==> src/rtl/input_network_decoder.sv <==
// Serial inverse of the arbiter-PUF challenge input network: rebuilds the raw
// challenge d from a transformed vector c, one bit per clock, valid/ready on both sides.
module input_network_decoder #(
   parameter int unsigned N_CB  = 32,
   parameter int unsigned IDX_W = $clog2(N_CB)
) (
   input  logic            clk,
   input  logic            rst,
   input  logic [N_CB-1:0] c_in,
   input  logic            in_valid,
   output logic            in_ready,
   output logic [N_CB-1:0] d_out,
   output logic            out_valid,
   input  logic            out_ready,
   output logic            busy
);

   localparam int unsigned      HALF     = N_CB / 2;
   localparam logic [IDX_W-1:0] IDX_LAST = IDX_W'(N_CB - 1);
   localparam logic [IDX_W-1:0] IDX_HALF = IDX_W'(HALF);

   typedef enum logic [1:0] {
      ST_IDLE = 2'd0,
      ST_RUN  = 2'd1,
      ST_DONE = 2'd2
   } state_e;

   state_e            state_q, state_d;
   logic [N_CB-1:0]   c_q, c_d;
   logic [N_CB-1:0]   d_q, d_d;
   logic [IDX_W-1:0]  idx_q, idx_d;
   logic              in_ready_q, in_ready_d;
   logic              out_valid_q, out_valid_d;
   logic              busy_q, busy_d;

   logic [IDX_W-1:0]  p_pos_c;
   logic [IDX_W-1:0]  idx_prev_c;
   logic              p_bit_c;

   // Locate the parity bit for the current index: odd j packs low, even j packs above c[N/2].
   always_comb begin
      p_pos_c    = '0;
      idx_prev_c = idx_q - IDX_W'(1);
      if (idx_q[0]) begin
         p_pos_c = {1'b0, idx_q[IDX_W-1:1]};
      end else begin
         p_pos_c = IDX_HALF + {1'b0, idx_q[IDX_W-1:1]};
      end
      p_bit_c = c_q[p_pos_c];
   end

   // Next-state and datapath update.
   always_comb begin
      state_d = state_q;
      c_d     = c_q;
      d_d     = d_q;
      idx_d   = idx_q;

      unique case (state_q)
         ST_IDLE: begin
            if (in_valid) begin
               c_d     = c_in;
               d_d     = '0;
               d_d[0]  = c_in[HALF];
               idx_d   = IDX_W'(1);
               state_d = ST_RUN;
            end
         end
         ST_RUN: begin
            d_d[idx_q] = d_q[idx_prev_c] ^ p_bit_c;
            if (idx_q == IDX_LAST) begin
               state_d = ST_DONE;
            end else begin
               idx_d = idx_q + IDX_W'(1);
            end
         end
         ST_DONE: begin
            if (out_ready) begin
               state_d = ST_IDLE;
            end
         end
         default: begin
            state_d = ST_IDLE;
         end
      endcase

      // Handshake outputs are registered from the upcoming state.
      in_ready_d  = (state_d == ST_IDLE);
      out_valid_d = (state_d == ST_DONE);
      busy_d      = (state_d != ST_IDLE);
   end

   always_ff @(posedge clk) begin
      if (rst) begin
         state_q     <= ST_IDLE;
         c_q         <= '0;
         d_q         <= '0;
         idx_q       <= '0;
         in_ready_q  <= 1'b1;
         out_valid_q <= 1'b0;
         busy_q      <= 1'b0;
      end else begin
         state_q     <= state_d;
         c_q         <= c_d;
         d_q         <= d_d;
         idx_q       <= idx_d;
         in_ready_q  <= in_ready_d;
         out_valid_q <= out_valid_d;
         busy_q      <= busy_d;
      end
   end

   assign in_ready  = in_ready_q;
   assign out_valid = out_valid_q;
   assign busy      = busy_q;
   assign d_out     = d_q;

endmodule
==> config.mk <==
export PLATFORM = sky130hd
export DESIGN_NAME = input_network_decoder
export DESIGN_NICKNAME = d
export VERILOG_FILES = /design/src/rtl/input_network_decoder.sv
export SDC_FILE = /design/constraint.sdc
export NUM_CORES = 1
export LEC_CHECK = 0
export CAP_MARGIN = 30
export CORE_MARGIN = 5
export CORE_UTILIZATION = 43
export CTS_CLUSTER_SIZE = 30
export DETAILED_ROUTE_END_ITERATION = 16
export PLACE_DENSITY = 0.76
export SLEW_MARGIN = 20
export SYNTH_ARGS = -nofsm -noshare
export SYNTH_HDL_FRONTEND = slang
export SYNTH_SLANG_ARGS = --single-unit
==> constraint.sdc <==
create_clock -name clk -period 5.34 [get_ports clk]
set_clock_uncertainty 0.1 [all_clocks]
set_input_delay 1.335 -clock clk [delete_from_list [all_inputs] [get_ports clk]]
set_output_delay 1.335 -clock clk [all_outputs]
set_load 0.01 [all_outputs]
==> flow_summary.yaml <==
outcome:
  outcome: "finished, final reports clean"
setup_path:
  crit_path_end_kind: "register"
  crit_fanout: 17
  required_ps: 5480
  rrSetupSlack_ps: 1430
  cp_data_arrival_time_ps: 4050
  startpoint: "idx_q[0]$_SDFFE_PP0P_"
  critical_path.endpoint: "d_out[11]$_SDFFE_PP0P_"
  r2r-end: "d_out[11]$_SDFFE_PP0P_"
  path_class: "reg2reg"
  reg2reg_depth: 10
  start_kind: "register"
  rr_startpoint: "idx_q[0]$_SDFFE_PP0P_"
yosys:
  synth_area_um2: 3630
  synth_edf_count: 0
  synth_seq_area_share_pct: 40.8
  synthArstFlopShare_pct: 0
  ys_ff_latch: 74
  avgSynthCellArea_um2: 8.90
  synth_nets: 449
  syn-instance-count: 408
  yosysWarnings: 0
  ys.flop_type: "dfxtp_1"
  synth.distinct_cells: 39
power_and_ir_drop:
  p_per_area_nw_per_um2: 274
  vdd_drop_max_mv: 0.126
  p_total_mw: 1.26
  p_leak_nw: 1.62
drt:
  vias: 3077
  viasPerCell: 5.37
  drt_drc_violations_left: 0
  wl_per_cell_um: 15.4
  wirelength_um: 8800
  ant_nets: 0
  first_pass_iters: 4
  drt_iter0_markers: 229
min_path:
  whs_path_depth: 2
  hold_path_class: "reg2reg"
global_routing:
  grt_pass1_vias: 3126
  grt_max_degree: 42
  track_usage_pct: 18.1
  antenna_found_initial: 0
  gr-total-overflow: 0
  grt_pass1_wl_um: 15000
clock_network:
  cts_inserted_buffers: 9
  h-tree-depth: 3
  post_cts_buffers: 0
  hold_buffers: 0
  cts_buffer_depth: 2
  cts-root-buf: "clkbuf_8"
  clock_sinks: 74
  insertion_delay_ps: 350
  cts_tree: "yes"
  cts_resized: 0
  cts.clk_slew.worst_paths_ps: 80
floorplan:
  die_h_um: 102
  row_count: 33
  initial_core_util_pct: 44.2
  ios: 71
  die_w_um: 102
  dieArea_um2: 10400
  coreArea_um2: 8220
timing:
  post-route-period-util_pct: 73.3
  rsz0062_at_grt: "false"
  clock.fmax_mhz: 256
  setup_viol: 0
  drv_slew: 0
  finalSetupTns_ps: 0
  tightestPinTransition_ps: 846
  slew_headroom_pct: 43.5
  period_needed_ps: 3910
  worst_slack_ps: 1430
  hold_viol: 0
finish:
  drive_gt1_share_pct: 14.7
  area_growth_syn_to_layout_pct: 26.8
  antenna_cells: 0
  final_nets: 504
place:
  hpwl_um: 6380
  place.gp.congestion: 0.880
  port-buffer-count: 70
  pre_cts_ws_ps: 1400
job:
  maxCapViolations: 0
[layer usage]
metal,share of wire [%],GRT usage (%)
met5,0,0
met4,1.5,6.16
met3,5.9,4.10
met2,51,30.6
met1,42,23.0
[critical path, stage by stage (launching register included)]
cell	delay, ps
dfxtp_1	730
inv_1	180
ha_1	300
xor2_2	370
mux4_2	550
mux2i_1	160
nor2_2	50
o22a_4	290
xnor2_4	550
buf_4	400
o31ai_1	110
[flip-flops by register name, indices dropped and copies added, names as in the netlist]
| name | flops |
|---|---|
| busy | 1 |
| c_q | 32 |
| d_out | 32 |
| idx_q | 5 |
| in_ready | 1 |
| out_valid | 1 |
| state_q | 2 |
[cell type report]
type / instances / area, um^2
Clock inverter: 6 / 105
Timing Repair Buffer: 77 / 768
Multi-Input combinational cell: 297 / 1970
Tap cell: 105 / 131
Clock buffer: 10 / 128
Fill cell: 751 / 3610
Sequential cell: 74 / 1480
Inverter: 4 / 15.0
[logic make-up (layout without fill, tap and decap cells)]
logic type	after synthesis	after routing	synth area share, %
and+or+nand+nor	181	181	21.5
AOI/OAI and AO/OA	84	84	18.7
DFF	74	74	40.8
buffers and inverters	37	97	4.83
muxes	21	21	10.3
xor gates and xnor gates	6	6	2.17
adders and majority gates	5	5	1.72
[layout by cell type, fill, tap and decap left out, drive strengths merged, types with 4 or more instances in the layout]
cell and n:
nand2 105, dfxtp 74, clkdlybuf4s50 69, a21oi 38, nand3 35, o31ai 30
nor2 17, mux4 13, clkbuf 10, mux2i 8, buf 8, and2 7
nor3 5, ha 5, inv 4, nor2b 4, a22oi 4, xor2 4
o21ai 4
[stage by stage]
| step | cells | hold WS (ps) | util [%] | instance area, um^2 |
|---|---|---|---|---|
| 3_5_place_dp | 556 | 347 | 52.8 | 4340 |
| 6_report | 573 | 357 | 56.0 | 4600 |
| 3_3_place_gp | 556 | 342 | 52.8 | 4340 |
| 4_1_cts | 572 | 358 | 55.7 | 4570 |
| 5_1_grt | 573 | 375 | 56.0 | 4600 |
| 2_1_floorplan | 408 | 333 | - | 3630 |
[report_power, final]
part / internal [mW] / switching (mW)
logic: 0.0715 / 0.0983
clock network: 0.308 / 0.202
registers: 0.569 / 0.0128
[worst min path at each step]
stage / start / slack (ps) / end
after floorplan: c_q[12]$_SDFFE_PP0P_ / 330 / c_q[12]$_SDFFE_PP0P_
after global placement: c_q[24]$_SDFFE_PP0P_ / 340 / c_q[24]$_SDFFE_PP0P_
after detailed placement: c_q[11]$_SDFFE_PP0P_ / 350 / c_q[11]$_SDFFE_PP0P_
after CTS: c_q[11]$_SDFFE_PP0P_ / 360 / c_q[11]$_SDFFE_PP0P_
after global routing: c_q[25]$_SDFFE_PP0P_ / 370 / c_q[25]$_SDFFE_PP0P_
final: c_q[6]$_SDFFE_PP0P_ / 360 / c_q[6]$_SDFFE_PP0P_
[cells in the mapped netlist (2+ instances only)]
cell type / n / area, um^2
o21ai_0: 2 / 10.0
and2_1: 7 / 43.8
mux2i_1: 8 / 80.1
nor3_1: 5 / 25.0
nand2_1: 105 / 394
dfxtp_1: 74 / 1480
buf_4: 2 / 15.0
nand3_1: 35 / 175
ha_1: 5 / 62.6
o31ai_1: 2 / 15.0
nor2_1: 16 / 60.1
and3_1: 3 / 18.8
buf_6: 3 / 33.8
inv_1: 4 / 15.0
o31ai_2: 28 / 350
nor2b_1: 4 / 25.0
o22ai_1: 2 / 12.5
a211oi_1: 2 / 15.0
buf_2: 4 / 20.0
nand2b_1: 2 / 12.5
nand4_1: 2 / 12.5
xor2_1: 3 / 26.3
mux4_2: 13 / 293
clkbuf_1: 18 / 67.6
buf_1: 5 / 18.8
a22oi_1: 4 / 30.0
a21oi_1: 38 / 190
Power figures use the tool's default switching activity.
